<file path="config.mk">
export PLATFORM = sky130hd
export DESIGN_NAME = fifo_sync_param_flat
export DESIGN_NICKNAME = d
export VERILOG_FILES = /design/src/rtl/fifo_sync_param_if.sv /design/src/rtl/fifo_sync_param.sv /design/src/flat_wrapper.sv
export SDC_FILE = /design/constraint.sdc
export NUM_CORES = 1
export LEC_CHECK = 0
export ABC_AREA = 1
export CORE_MARGIN = 8
export CORE_UTILIZATION = 45
export DETAILED_ROUTE_END_ITERATION = 10
export SKIP_LAST_GASP = 1
export SLEW_MARGIN = 10
export SYNTH_ARGS = -nofsm -noshare
export SYNTH_HDL_FRONTEND = slang
export SYNTH_SLANG_ARGS = --single-unit
</file>
<file path="constraint.sdc">
create_clock -name clk -period 3.95 [get_ports clk]
set_input_delay 0.5925 -clock clk [delete_from_list [all_inputs] [get_ports clk]]
set_output_delay 0.5925 -clock clk [all_outputs]
set_load 0.005 [all_outputs]
</file>
<file path="src/rtl/fifo_sync_param_if.sv">
// rtl/fifo_sync_param_if.sv - push/pop handshake, read data and status bundle for fifo_sync_param
interface fifo_sync_param_if #(
  parameter int WIDTH = 8,
  parameter int DEPTH = 16
);
  logic                           push;
  logic [WIDTH-1:0]               data_in;
  logic                           pop;
  logic                           clr_err;
  logic [WIDTH-1:0]               data_out;
  logic                           out_valid;
  logic                           full;
  logic                           empty;
  logic                           almost_full;
  logic                           almost_empty;
  logic [$clog2(DEPTH+1)-1:0]     count;
  logic                           overflow;
  logic                           underflow;

  modport master (
    output push, data_in, pop, clr_err,
    input  data_out, out_valid, full, empty, almost_full, almost_empty,
           count, overflow, underflow
  );

  modport slave (
    input  push, data_in, pop, clr_err,
    output data_out, out_valid, full, empty, almost_full, almost_empty,
           count, overflow, underflow
  );
endinterface

</file>
<file path="src/rtl/fifo_sync_param.sv">
// rtl/fifo_sync_param.sv - single-clock FIFO, any depth, count-based flags, sticky errors, optional FWFT
module fifo_sync_param #(
  parameter int WIDTH     = 8,
  parameter int DEPTH     = 16,
  parameter int AFULL_TH  = DEPTH - 2,
  parameter int AEMPTY_TH = 2,
  parameter int FWFT      = 0
) (
  input  logic             clk,
  input  logic             rstn,
  fifo_sync_param_if.slave bus
);
  localparam int CW = $clog2(DEPTH + 1);
  localparam int PW = $clog2(DEPTH);
  localparam logic [PW-1:0] LAST_PTR = PW'(DEPTH - 1);
  localparam logic [CW-1:0] FULL_LVL = CW'(DEPTH);
  localparam logic [CW-1:0] AF_LVL   = CW'(AFULL_TH);
  localparam logic [CW-1:0] AE_LVL   = CW'(AEMPTY_TH);

  logic [WIDTH-1:0] mem [DEPTH];
  logic [PW-1:0]    wr_ptr;
  logic [PW-1:0]    rd_ptr;
  logic [CW-1:0]    cnt;
  logic             full_i;
  logic             empty_i;
  logic             pop_acc;
  logic             push_acc;
  logic             ovf;
  logic             udf;

  // Explicit wrap so non-power-of-two depths use every slot exactly once.
  function automatic logic [PW-1:0] next_ptr(input logic [PW-1:0] p);
    return (p == LAST_PTR) ? '0 : p + PW'(1);
  endfunction

  assign empty_i  = (cnt == '0);
  assign full_i   = (cnt == FULL_LVL);
  assign pop_acc  = bus.pop && !empty_i;
  // A pop in the same cycle frees the slot, so a full FIFO still takes the push.
  assign push_acc = bus.push && (!full_i || pop_acc);

  always_ff @(posedge clk or negedge rstn) begin
    if (!rstn) begin
      wr_ptr <= '0;
      rd_ptr <= '0;
      cnt    <= '0;
    end else begin
      if (push_acc) wr_ptr <= next_ptr(wr_ptr);
      if (pop_acc)  rd_ptr <= next_ptr(rd_ptr);
      case ({push_acc, pop_acc})
        2'b10:   cnt <= cnt + CW'(1);
        2'b01:   cnt <= cnt - CW'(1);
        default: cnt <= cnt;
      endcase
    end
  end

  always_ff @(posedge clk) begin
    if (push_acc && rstn) mem[wr_ptr] <= bus.data_in;
  end

  // Setting an error takes priority over clearing it in the same cycle.
  always_ff @(posedge clk or negedge rstn) begin
    if (!rstn) begin
      ovf <= 1'b0;
      udf <= 1'b0;
    end else begin
      if (bus.push && !push_acc) ovf <= 1'b1;
      else if (bus.clr_err)      ovf <= 1'b0;
      if (bus.pop && !pop_acc)   udf <= 1'b1;
      else if (bus.clr_err)      udf <= 1'b0;
    end
  end

  generate
    if (FWFT != 0) begin : g_fwft
      assign bus.data_out  = empty_i ? '0 : mem[rd_ptr];
      assign bus.out_valid = !empty_i;
    end else begin : g_reg
      logic [WIDTH-1:0] dout;
      logic             vld;

      always_ff @(posedge clk or negedge rstn) begin
        if (!rstn) begin
          dout <= '0;
          vld  <= 1'b0;
        end else begin
          vld <= pop_acc;
          if (pop_acc) dout <= mem[rd_ptr];
        end
      end

      assign bus.data_out  = dout;
      assign bus.out_valid = vld;
    end
  endgenerate

  assign bus.full         = full_i;
  assign bus.empty        = empty_i;
  assign bus.almost_full  = (cnt >= AF_LVL);
  assign bus.almost_empty = (cnt <= AE_LVL);
  assign bus.count        = cnt;
  assign bus.overflow     = ovf;
  assign bus.underflow    = udf;
endmodule

</file>
<file path="src/flat_wrapper.sv">
// flat-port wrapper written by rule: the top's interface ports become plain ports
module fifo_sync_param_flat 
#(
  parameter int WIDTH     = 8,
  parameter int DEPTH     = 16,
  parameter int AFULL_TH  = DEPTH - 2,
  parameter int AEMPTY_TH = 2,
  parameter int FWFT      = 0
)
  (clk, rstn, bus_push, bus_data_in, bus_pop, bus_clr_err, bus_data_out, bus_out_valid, bus_full, bus_empty, bus_almost_full, bus_almost_empty, bus_count, bus_overflow, bus_underflow);
  fifo_sync_param_if #(.WIDTH(WIDTH), .DEPTH(DEPTH)) bus_i ();
  input  logic clk;
  input  logic rstn;
  input wire logic [$bits(bus_i.push)-1:0] bus_push;
  input wire logic [$bits(bus_i.data_in)-1:0] bus_data_in;
  input wire logic [$bits(bus_i.pop)-1:0] bus_pop;
  input wire logic [$bits(bus_i.clr_err)-1:0] bus_clr_err;
  output wire logic [$bits(bus_i.data_out)-1:0] bus_data_out;
  output wire logic [$bits(bus_i.out_valid)-1:0] bus_out_valid;
  output wire logic [$bits(bus_i.full)-1:0] bus_full;
  output wire logic [$bits(bus_i.empty)-1:0] bus_empty;
  output wire logic [$bits(bus_i.almost_full)-1:0] bus_almost_full;
  output wire logic [$bits(bus_i.almost_empty)-1:0] bus_almost_empty;
  output wire logic [$bits(bus_i.count)-1:0] bus_count;
  output wire logic [$bits(bus_i.overflow)-1:0] bus_overflow;
  output wire logic [$bits(bus_i.underflow)-1:0] bus_underflow;
  assign bus_i.push = bus_push;
  assign bus_i.data_in = bus_data_in;
  assign bus_i.pop = bus_pop;
  assign bus_i.clr_err = bus_clr_err;
  assign bus_data_out = bus_i.data_out;
  assign bus_out_valid = bus_i.out_valid;
  assign bus_full = bus_i.full;
  assign bus_empty = bus_i.empty;
  assign bus_almost_full = bus_i.almost_full;
  assign bus_almost_empty = bus_i.almost_empty;
  assign bus_count = bus_i.count;
  assign bus_overflow = bus_i.overflow;
  assign bus_underflow = bus_i.underflow;
  fifo_sync_param #(.WIDTH(WIDTH), .DEPTH(DEPTH), .AFULL_TH(AFULL_TH), .AEMPTY_TH(AEMPTY_TH), .FWFT(FWFT)) u_core (.clk(clk), .rstn(rstn), .bus(bus_i));
endmodule
</file>
After elaboration in Yosys (flattened, before gate mapping) --
Memory sizes are Yosys's and may differ from the RTL's. A register that Yosys moved wholly into a read port is not among the register bits. Index checks and enable logic that the tools add are counted.
Operators by class: add/sub/neg operators 4, multipliers 0, divide/modulo/power cells 0, $lt $le $gt $ge 2, eq/ne operators 5, shift-type cells 0, multiplexer cells 8, bitwise operators 0, reductions and logical operators 15
Operators by type and width (number):
- 5-bit case mux with 2 select lines | 1
- 4-bit by 1-bit adder with 4-bit output, second input constant | 2
- 4-bit == test, second input constant | 2
- 4-bit two-way mux | 2
- 2-bit nonzero test | 3
- 5-bit by 1-bit adder with 5-bit output, second input constant | 1
- 5-bit == test, second input constant | 1
- 5-bit by 4-bit >= comparator with 1-bit output, second input constant | 1
- 5-bit by 2-bit less-or-equal comparator with 1-bit output, second input constant | 1
- 1-bit logical AND | 5
- 1-bit zero test | 5
- 5-bit zero test | 1
- 1-bit two-way mux | 5
- 5-bit by 1-bit subtractor with 5-bit output, second input constant | 1
- 2-bit by 1-bit == test with 1-bit output, second input constant | 1
- 2-bit == test, second input constant | 1
- 1-bit logical OR | 1
Word-level totals: bits in registers 16, bits in latches 0, memory bits (writable) 128, memory bits (read-only) 0, memories kept 1
Memories:
- u_core.mem | depth 16, bits a word 8, rd ports 1, clocked after memory_dff 1, wr ports 1, RTL line fifo_sync_param.sv:20 | logic [WIDTH-1:0] mem [DEPTH];

Longest topological paths before layout --
depth after elaboration 8, gate-level depth with buffers 15

Least setup slack after synthesis --
OpenSTA, ideal clock, no wires.
path type register to register, start point register u_core.cnt[1] (netlist: u_core.bus.count[1]), end point register u_core.cnt[4] (netlist: u_core.bus.count[4]), setup time 0.117 ns, arrival time 2.063 ns, required time 3.833 ns, setup slack 1.771 ns, cell stages (with the launch flop) 16, path buffers 1, cell sequence dfrtp_1 > nor2_2 > nand3_1 > nand2_1 > inv_2 > buf_2 > ha_1 > inv_1 > fa_1 > inv_1 > nand2_1 > nand2_1 > a21oi_1 > xor2_1 > nand2_1 > nand2_1
Between the ends: longest elaborated chain between the ends 7, elaborated cells between the ends (all ways) 13, those cells by class 2 x add/sub; 3 x eq/ne; 1 x mux; 7 x reduce/logical
RTL lines:
- start: declaration | RTL line fifo_sync_param.sv:23 | logic [CW-1:0] cnt;
- start signal: assignment | RTL line fifo_sync_param.sv:51 | 2'b10: cnt <= cnt + CW'(1);
- start signal: assignment | RTL line fifo_sync_param.sv:52 | 2'b01: cnt <= cnt - CW'(1);
- start signal: assignment | RTL line fifo_sync_param.sv:53 | default: cnt <= cnt;
- 5-bit zero test (*) | RTL line fifo_sync_param.sv:36 | assign empty_i = (cnt == '0);
- 1-bit zero test (*) | RTL line fifo_sync_param.sv:38 | assign pop_acc = bus.pop && !empty_i;
- 1-bit logical AND (*) | RTL line fifo_sync_param.sv:38
- named net u_core.pop_acc | RTL line fifo_sync_param.sv:26 | logic pop_acc;
- 1-bit logical OR | RTL line fifo_sync_param.sv:40 | assign push_acc = bus.push && (!full_i || pop_acc);
- 1-bit logical AND | RTL line fifo_sync_param.sv:40
- 2-bit by 1-bit == test with 1-bit output or 2-bit == test (tied branches) | RTL line fifo_sync_param.sv:50 | case ({push_acc, pop_acc})
- 5-bit case mux with 2 select lines or 2-bit nonzero test (tied branches)
The timed path passes the listed nets; every way through them passes the cells marked *. A chain may end at the register's enable or synchronous reset.

Worst setup path in the final report --
start point input port bus_pop, end point register u_core.cnt[4] (netlist: u_core.bus.count[4])
Between the ends: longest elaborated chain between the ends 5, elaborated cells between the ends (all ways) 7, those cells by class 2 x eq/ne; 1 x mux; 4 x reduce/logical
RTL lines:
- start: declaration | RTL line flat_wrapper.sv:16 | input wire logic [$bits(bus_i.pop)-1:0] bus_pop;
- 1-bit logical AND (*) | RTL line fifo_sync_param.sv:38
- 1-bit logical OR | RTL line fifo_sync_param.sv:40
- 1-bit logical AND | RTL line fifo_sync_param.sv:40
- 2-bit by 1-bit == test with 1-bit output or 2-bit == test (tied branches) | RTL line fifo_sync_param.sv:50
- 5-bit case mux with 2 select lines or 2-bit nonzero test (tied branches)
Every way passes the cells marked *; elsewhere a longest branch is shown, timed or not.

==> results_dict.tcl <==
set metrics [dict create \
    insertion_delay_ps 420 \
    cp-startpoint "bus_pop" \
    syn_area_mm2 0.006863 \
    layout_min_cycle_time_ps 2862 \
    whs_ps 484.2 \
    worstSetupEndpointType "flop" \
    clkSinkCount 152 \
    synth.area.top_cells "edfxtp_1 56%, nand2_1 12%, dfrtp_1 8.8%, nand3_1 7.7%, inv_1 6.4%" \
    rsz0062_at_grt "no" \
    detail-route-antenna-nets 0 \
    fin_tns_setup_ps 0 \
    htreeDepth 4 \
    wirelength_mm 15.99 \
    synthArstFlopShare 0.1579 \
    yosys.area.top_type "edfxtp_1" \
    reg2reg_from "u_core.bus.count[1]" \
    ys_types 30 \
    finalHoldViolCount 0 \
    ys.warnings.count 0 \
    cts_root_buffer "clkbuf_16" \
    drv_cap 0 \
    hold_class "flop to flop" \
    dr.pass1.iters 5 \
    ys_seq_area_frac 0.6476 \
    cts_hold_buf 0 \
    io_pins 33 \
    grt_max_degree 67 \
    grt-ovfl-total 0 \
    cp.required_ps 4260 \
    syn_to_final_growth_pct 15.70 \
    antenna_found_initial 0 \
    fin_worst_skew_ps 7.602 \
    tightest_slew_ps 1201 \
    cellLeakagePower_nw 3.469 \
    drive_gt1_frac 0.08208 \
    netlist_top_cells_count "214 x nand2_1, 128 x edfxtp_1, 117 x inv_1" \
    cts_tree "yes" \
    clk_pin_slew_ps 60 \
    synth.avg_cell_area_um2 10.09 \
    finalSetupViolCount 0 \
    initial_utilization 0.4565 \
    numCtsBuffers 17 \
    core_mm2 0.01503 \
    dp_hpwl_mm 10.04 \
    ir_worst_vdd_uv 354.5 \
    globalplace.congestion 0.7884 \
    die_h_um 139.5 \
    seqCellArea_mm2 0.004446 \
    die_area_mm2 0.01946 \
    nets 741 \
    fillers 1344 \
    place_area_mm2 0.007346 \
    grt_pass1_vias 4720 \
    grt_first_pass_wirelength_mm 25.63 \
    drc 0 \
    drt-initial-drc-count 432 \
    cp_max_fo 16 \
    maxSlewHeadroom 0.1990 \
    p_per_area_mw_per_mm2 690.5 \
    yosysMostFrequentCell "nand2_1" \
    period_share 0.7246 \
    fp-row-count 45 \
    multi_input_area_mm2 0.001768 \
    die_w_um 139.5 \
    grt_usage 0.1738 \
    viasPerCell 5.086 \
    synth_edf_count 128 \
    synth_seq_cells 152 \
    port_buffers 32 \
    post_cts_buffers 0 \
    wl_per_cell_um 17.40 \
    worstHoldStart "u_core.bus.data_out[4]" \
    synth_top_area_frac 0.5601 \
    slew_viol_final 0 \
    synth-main-ff-cell "edfxtp_1" \
    syn_nets 703 \
    n_antenna_cell 0 \
    num_vias 4674 \
    run_status "completed" \
    cp_data_arrival_time_ps 3180 \
    timing_worst_setup_path_type "primary input to flop" \
    clock_path_buffers 2 \
    design_area_mm2 0.007940 \
    critPathLaunchType "primary input" \
    postSynthCellCount 680 \
    cts_resized 0 \
    fmax_mhz 349.4 \
]
cells in the final DEF, fill, tap and decap left out, types with 7 or more instances in the layout:
cell type and n:
o21ai_1 7, nor3_1 12, dfrtp_1 23, inv_1 117, clkdlybuf4s50_1 32, ha_1 9
nand3_1 106, edfxtp_1 128, clkbuf_16 17, buf_4 15, nand2_1 214
layer usage:
metal,vias up,track usage,wire length [µm]
met3,30,0.03865,685
met4,0,0.07799,448
met1,2275,0.2217,7318
met2,111,0.2788,7535
met5,-,0,0
li1,2258,-,-
sequential cells by signal, indices dropped and copies added, names as in the netlist:
register / count
u_core.bus.count: 5
u_core.mem: 128
u_core.bus.data_out: 8
u_core.bus.overflow: 1
u_core.bus.out_valid: 1
u_core.rd_ptr: 4
u_core.wr_ptr: 4
u_core.bus.underflow: 1
cell type report:
class / count / area share
inverters: 123 / 0.05846
well taps: 188 / 0.02962
repair buffers: 47 / 0.05452
clock inverters: 9 / 0.01213
flip-flops and latches: 152 / 0.5599
clock buffers: 23 / 0.06272
multi-input cells: 377 / 0.2227
report_power, final:
part	internal [mW]	total, mW	switching [mW]	leakage (nW)
sequential	1.91	2.09	0.179	1.45
combinational	0.623	1.78	1.16	1.73
clock	1.01	1.61	0.602	0.296
worst paths after layout:
check | to | slack, ps | cells after the start
min reg2reg | u_core.bus.data_out[4] | 480 | 2
min | u_core.bus.data_out[4] | 480 | 2
max | u_core.bus.count[4] | 1090 | 13
max in group asynchronous | u_core.rd_ptr[0] | 2930 | 2
min in group asynchronous | u_core.bus.data_out[3] | 750 | 2
max reg2reg | u_core.bus.count[4] | 1170 | 14
metrics by stage:
stage	total power, mW	setup WS [ps]	std cells	util
after floorplan	3.308	1771	680	-
after global placement	3.865	799.3	887	0.4886
after detailed placement	3.908	691.7	887	0.4886
after CTS	5.520	1131	919	0.5282
after global routing	5.805	908.7	919	0.5282
final	5.483	1088	919	0.5282
critical path, cell delays in order:
cell             delay [ps]
clkdlybuf4s50_1         540
nand2_1                 310
inv_2                   340
ha_1                    360
inv_1                    90
fa_1                    380
inv_1                    80
nand2_1                  90
nand2_1                  70
a21oi_1                  70
xor2_1                  140
nand2_1                  60
nand2_1                  50
cells by family (layout without fill, tap and decap cells):
kind of cell / Yosys count / after routing / share of synthesized area
DFF: 152 / 152 / 0.6476
AOI/OAI and AO/OA: 17 / 17 / 0.01495
xor gates and xnor gates: 6 / 6 / 0.007657
and+or+nand+nor: 344 / 344 / 0.2157
adders and majority gates: 10 / 10 / 0.01933
buffers and inverters: 151 / 202 / 0.09480
No activity file was read; power rests on OpenSTA's default activity.
==> edit 1, RTL diff (config.mk and constraints unchanged) <==
`DEPTH` is set to 16 in 3 places; all go to 32.
--- a/src/rtl/fifo_sync_param_if.sv
+++ b/src/rtl/fifo_sync_param_if.sv
@@ -1,7 +1,7 @@
 // rtl/fifo_sync_param_if.sv - push/pop handshake, read data and status bundle for fifo_sync_param
 interface fifo_sync_param_if #(
   parameter int WIDTH = 8,
-  parameter int DEPTH = 16
+  parameter int DEPTH = 32
 );
   logic                           push;
   logic [WIDTH-1:0]               data_in;
--- a/src/rtl/fifo_sync_param.sv
+++ b/src/rtl/fifo_sync_param.sv
@@ -1,7 +1,7 @@
 // rtl/fifo_sync_param.sv - single-clock FIFO, any depth, count-based flags, sticky errors, optional FWFT
 module fifo_sync_param #(
   parameter int WIDTH     = 8,
-  parameter int DEPTH     = 16,
+  parameter int DEPTH     = 32,
   parameter int AFULL_TH  = DEPTH - 2,
   parameter int AEMPTY_TH = 2,
   parameter int FWFT      = 0
--- a/src/flat_wrapper.sv
+++ b/src/flat_wrapper.sv
@@ -2,7 +2,7 @@
 module fifo_sync_param_flat 
 #(
   parameter int WIDTH     = 8,
-  parameter int DEPTH     = 16,
+  parameter int DEPTH     = 32,
   parameter int AFULL_TH  = DEPTH - 2,
   parameter int AEMPTY_TH = 2,
   parameter int FWFT      = 0
Ports: changed (resized bus_count); port bits go from 33 to 34. The function was not compared with the original's and may differ.
==> edit 1 against the original RTL <==
  * Setup slack improved by 0.23 ns
  * Synthesized area increased by 82%
  * Routed wire length is 90% higher
  * Combinational power up 80%
  * Register-to-register slack gained 0.20 ns
  * Design area rose by 76%
  * Sequential cell count grew 131
  * Synthesized cell count rose by 75%
  * Worst hold slack better by 0.00092 ns
  * Total power is 75% higher
  * Critical path type is now flip-flop to primary output
==> edit 1: results (changes against the original RTL) <==
[place]
gp_congestion=0.841  ; was 0.788
hpwl_um=18300  ; was 10,000 um

[synth]
seq_area_frac_synth_pct=67.0  ; was 64.8%
synth_edf_count=256  ; was 128
synth.top_cells.by_count=nand2_1 (448), edfxtp_1 (256), nand3_1 (176)  ; was nand2_1 (214), edfxtp_1 (128), inv_1 (117)
synth.distinct_cells=37  ; was 30
async_reset_ff_share_pct=9.54  ; was 15.8%
synth_area_leaders=edfxtp_1 (62%), nand2_1 (13%), nand3_1 (7.1%)  ; was edfxtp_1 (56%), nand2_1 (12%), dfrtp_1 (8.8%)

[final_layout]
finalNetCount=1236  ; was 741
fillCellCount=2506  ; was 1,344

[power]
vdd_drop_max_v=0.000456  ; was 0.000354 V
p_leak_nw=5.67  ; was 3.47 nW

[route]
drt-wirelength-per-cell_um=18.8  ; was 17.4 um
drt_iter0_markers=728  ; was 432
dr.pass1.iters=4  ; was 5
wl_met2_um=14400  ; was 7540 um
dr_wl_met3_um=1830  ; was 685 um
num_vias=8248  ; was 4,674

[clock_network]
insertion_delay_ns=0.54  ; was 0.42 ns
numCtsBuffers=29  ; was 17
htree_levels=1  ; was 4
clock_path_buffers=3  ; was 2
postCtsHoldBufs=1  ; was 0

[hold_path]
min_from=u_core.bus.data_out[6]  ; was u_core.bus.data_out[4]
hold_path_end=u_core.bus.data_out[6]  ; was u_core.bus.data_out[4]

[critical_path]
critPathCapture=bus_full  ; was u_core.bus.count[4]
crit_start=u_core.bus.count[3]  ; was bus_pop
worst-path-max-fanout=4  ; was 16
r2r-end=u_core.mem[21][1]  ; was u_core.bus.count[4]
regToRegSetupSlack_ns=1.37  ; was 1.17 ns

[global_routing]
grt_pass1_vias=7921  ; was 4,720
grt_max_degree=83  ; was 67
grt_usage_pct=18.1  ; was 17.4%
grt_pass1_wl_um=46300  ; was 25,600 um

[sta]
tightest_slew_ns=1.13  ; was 1.20 ns
whs_ns=0.485  ; was 0.484 ns

[run_status]
status=finished, final reports clean  ; unchanged

## edit 1: cell types whose count changed in the layout (fill, tap and decap cells not counted), moves of 9 or more
cell,unedited run,this run
nand3_1,106,176
clkbuf_16,17,29
inv_1,117,106
clkinv_1,1,10
edfxtp_1,128,256
nor2_1,4,37
nand2_1,214,448
## edit 1: metal layers
layer,GRT usage (%),vias up
li1,-,3979
met1,24.8,3968
met2,29.9,252
met3,2.29,49
met4,5.08,0
met5,0,-
## edit 1: stage by stage
step	power, mW	cell area, um^2	cells	util [%]	setup slack (ns)
floorplan	5.94	12500	1190	-	1.91
detailed placement	6.93	13000	1557	47.3	0.850
global route	10.1	14000	1610	50.7	1.15
finish	9.59	14000	1610	50.7	1.31
CTS	9.63	14000	1610	50.7	1.28
global placement	6.93	13000	1557	47.3	0.964
## edit 1: cell type report
type	instances	area (um^2)	share of cell area [%]
Sequential cell	283	8370	59.9
Tap cell	378	473	3.38
Multi-Input combinational cell	735	3330	23.8
Timing Repair Buffer	47	425	3.04
Clock buffer	31	733	5.25
Inverter	115	437	3.13
Clock inverter	21	204	1.46
## edit 1: cells by family (layout without fill, tap and decap cells)
| group | count (synthesis) | count (layout) | share of synthesized area, % |
|---|---|---|---|
| buf+inv | 172 | 214 | 6.24 |
| simple gates | 685 | 685 | 23.4 |
| fa+ha+maj | 12 | 12 | 1.26 |
| compound gates | 34 | 34 | 1.77 |
| flops | 283 | 283 | 67.0 |
| xor+xnor | 4 | 4 | 0.281 |
## edit 1: power by group through the flow
stage	clock network, mW	registers [mW]	logic, mW
floorplan	0	3.64	2.31
global placement	0	3.73	3.20
detailed placement	0	3.73	3.20
CTS	2.74	3.67	3.22
global route	2.87	3.69	3.57
finish	2.71	3.67	3.21
==> edit 2, RTL diff (same settings) <==
Without the edit above. Make the reset (`rstn`) synchronous in 3 clocked blocks.
--- a/src/rtl/fifo_sync_param.sv
+++ b/src/rtl/fifo_sync_param.sv
@@ -39,7 +39,7 @@
   // A pop in the same cycle frees the slot, so a full FIFO still takes the push.
   assign push_acc = bus.push && (!full_i || pop_acc);
 
-  always_ff @(posedge clk or negedge rstn) begin
+  always_ff @(posedge clk) begin
     if (!rstn) begin
       wr_ptr <= '0;
       rd_ptr <= '0;
@@ -60,7 +60,7 @@
   end
 
   // Setting an error takes priority over clearing it in the same cycle.
-  always_ff @(posedge clk or negedge rstn) begin
+  always_ff @(posedge clk) begin
     if (!rstn) begin
       ovf <= 1'b0;
       udf <= 1'b0;
@@ -80,7 +80,7 @@
       logic [WIDTH-1:0] dout;
       logic             vld;
 
-      always_ff @(posedge clk or negedge rstn) begin
+      always_ff @(posedge clk) begin
         if (!rstn) begin
           dout <= '0;
           vld  <= 1'b0;
Check against the original RTL: differs if rstn is asserted again (counterexample within 4 cycles, from zero or initial values and one cycle with rstn low); with rstn held inactive, the same outputs for 10 cycles.
==> edit 2 against the original RTL <==
  * Core utilization is 0.26 points lower
  * Critical path depth is 1 higher
  * Global-route usage is 0.30 points higher
  * Clock power is 7% higher
  * Sequential cell count stayed put
  * Worst hold slack worse by 0.013 ns
  * Clock skew is 0.0012 ns higher
  * Design area is 0.87% lower
  * Synthesized area is 0.84% lower
  * Combinational power is 34% lower
  * Routed wire length is 2.2% higher
  * Total power is 13% lower
  * Setup slack better by 0.36 ns
  * Non-clock buffer count is 10 lower
==> edit 2: results (changes against the original RTL) <==
[run_status]
status=finished, final reports clean  ; unchanged

[sta]
fin_worst_skew_ns=0.00880  ; was 0.00760 ns
tightest_slew_ns=0.994  ; was 1.20 ns

[place]
preCtsSetupSlack_ns=1.02  ; was 0.692 ns
postPlaceCellArea_um2=7240  ; was 7350 um^2
hpwl_um=10700  ; was 10,000 um
gp_congestion=0.828  ; was 0.788
placedCellCount=923  ; was 887
numPortBuffers=32  ; unchanged

[clock_network]
path_clk_slew_ns=0.06  ; about the same
htree_levels=4  ; unchanged
numCtsBuffers=17  ; unchanged
clock_path_buffers=2  ; unchanged
cts_root_buf=clkbuf_16  ; unchanged
insertion_delay_ns=0.43
post_cts_buffers=0  ; unchanged
cts_resized=0  ; unchanged

[synth]
seq_area_frac_synth_pct=63.5  ; was 64.8%
synth.distinct_cells=25  ; was 30
synth_edf_count=128  ; unchanged
synth_area_leaders=edfxtp_1 (56%), nand2_1 (11%), dfxtp_1 (7.1%)  ; was edfxtp_1 (56%), nand2_1 (12%), dfrtp_1 (8.8%)
yosys_warnings=0  ; unchanged
async_reset_ff_share_pct=0  ; was 15.8%
synth_cells=724  ; was 680
synth_nets=747  ; was 703
synth.top_cells.by_count=nand2_1 (206), edfxtp_1 (128), inv_1 (126)  ; was nand2_1 (214), edfxtp_1 (128), inv_1 (117)

[final_layout]
top_register=u_core.mem  ; unchanged
largest_reg_flops=128  ; unchanged
n_antenna_cell=0  ; unchanged
finalNetCount=777  ; was 741
fillCellCount=1376  ; was 1,344
layout-drive-gt1-share_pct=5.61  ; was 8.21%
stdcell_count=955  ; was 919

[global_routing]
grt_pass1_wl_um=25900  ; was 25,600 um
grt_usage_pct=17.7  ; was 17.4%
grt_pass1_vias=4796  ; was 4,720
grt_overflow=0  ; unchanged
grt_max_degree=76  ; was 67

[power]
internal_power_mw=3.31  ; was 3.54 mW
p_leak_nw=3.35  ; was 3.47 nW
vdd_drop_max_v=0.000400  ; was 0.000354 V

[route]
drt-wirelength-per-cell_um=17.1  ; was 17.4 um
viasPerCell=5.01  ; was 5.09
dr.pass1.iters=5  ; unchanged
drt_iter0_markers=312  ; was 432

[hold_path]
hp-class=flip-flop to flip-flop  ; unchanged

[critical_path]
cp_slowest_cell=clkdlybuf4s50_1  ; unchanged
worst-path-max-fanout=20  ; was 16
worstPathArrival_ns=2.83  ; was 3.18 ns
cp_slowest_stage_delay_ns=0.52  ; was 0.54 ns

## edit 2: final cells by class
class | instances | area [um^2] | share of cell area (%)
Clock buffer | 18 | 429 | 5.45
Clock inverter | 14 | 201 | 2.56
Inverter | 132 | 495 | 6.29
Multi-Input combinational cell | 414 | 1830 | 23.2
Sequential cell | 152 | 4330 | 55.0
Tap cell | 188 | 235 | 2.99
Timing Repair Buffer | 37 | 358 | 4.55
## edit 2: logic make-up (layout without fill, tap and decap cells)
group                      after synthesis  count (layout)  synth area share [%]
and+or+nand+nor                        361             361                  21.5
buffers and inverters                  158             201                  9.62
DFF                                    152             152                  63.5
AOI/OAI and AO/OA                       40              40                  2.98
adders and majority gates               10              10                  1.95
xor gates and xnor gates                 3               3                 0.386
## edit 2: critical path: cells and delay by family
kind,cells,cell delay (ns)
buffers and inverters,4,0.94
adders and majority gates,2,0.72
and+or+nand+nor,8,0.59
## edit 2: power by group through the flow
stage	logic (mW)	clock network (mW)	registers, mW
2_1_floorplan	0.786	0	1.90
3_3_place_gp	1.17	0	1.91
3_5_place_dp	1.19	0	1.91
4_1_cts	1.19	1.74	1.88
5_1_grt	1.32	1.80	1.89
6_report	1.18	1.73	1.88
## edit 2: path summary, 6_finish.rpt
kind                                     startpoint                   to  slack [ns]  cells after the start
worst max-delay path                        bus_pop  u_core.bus.count[4]        1.45                     14
worst max register to register  u_core.bus.count[1]  u_core.bus.count[4]        1.48                     15
worst min register to register  u_core.bus.overflow  u_core.bus.overflow        0.47                      2
worst min-delay path            u_core.bus.overflow  u_core.bus.overflow        0.47                      2
## edit 2: layer usage
metal / part of all wire (%) / GRT usage [%] / vias up
met5: 0 / 0 / -
met4: 2.9 / 8.32 / 0
met3: 5.0 / 3.86 / 34
met2: 49 / 30.2 / 123
met1: 43 / 20.8 / 2271
li1: - / - / 2360
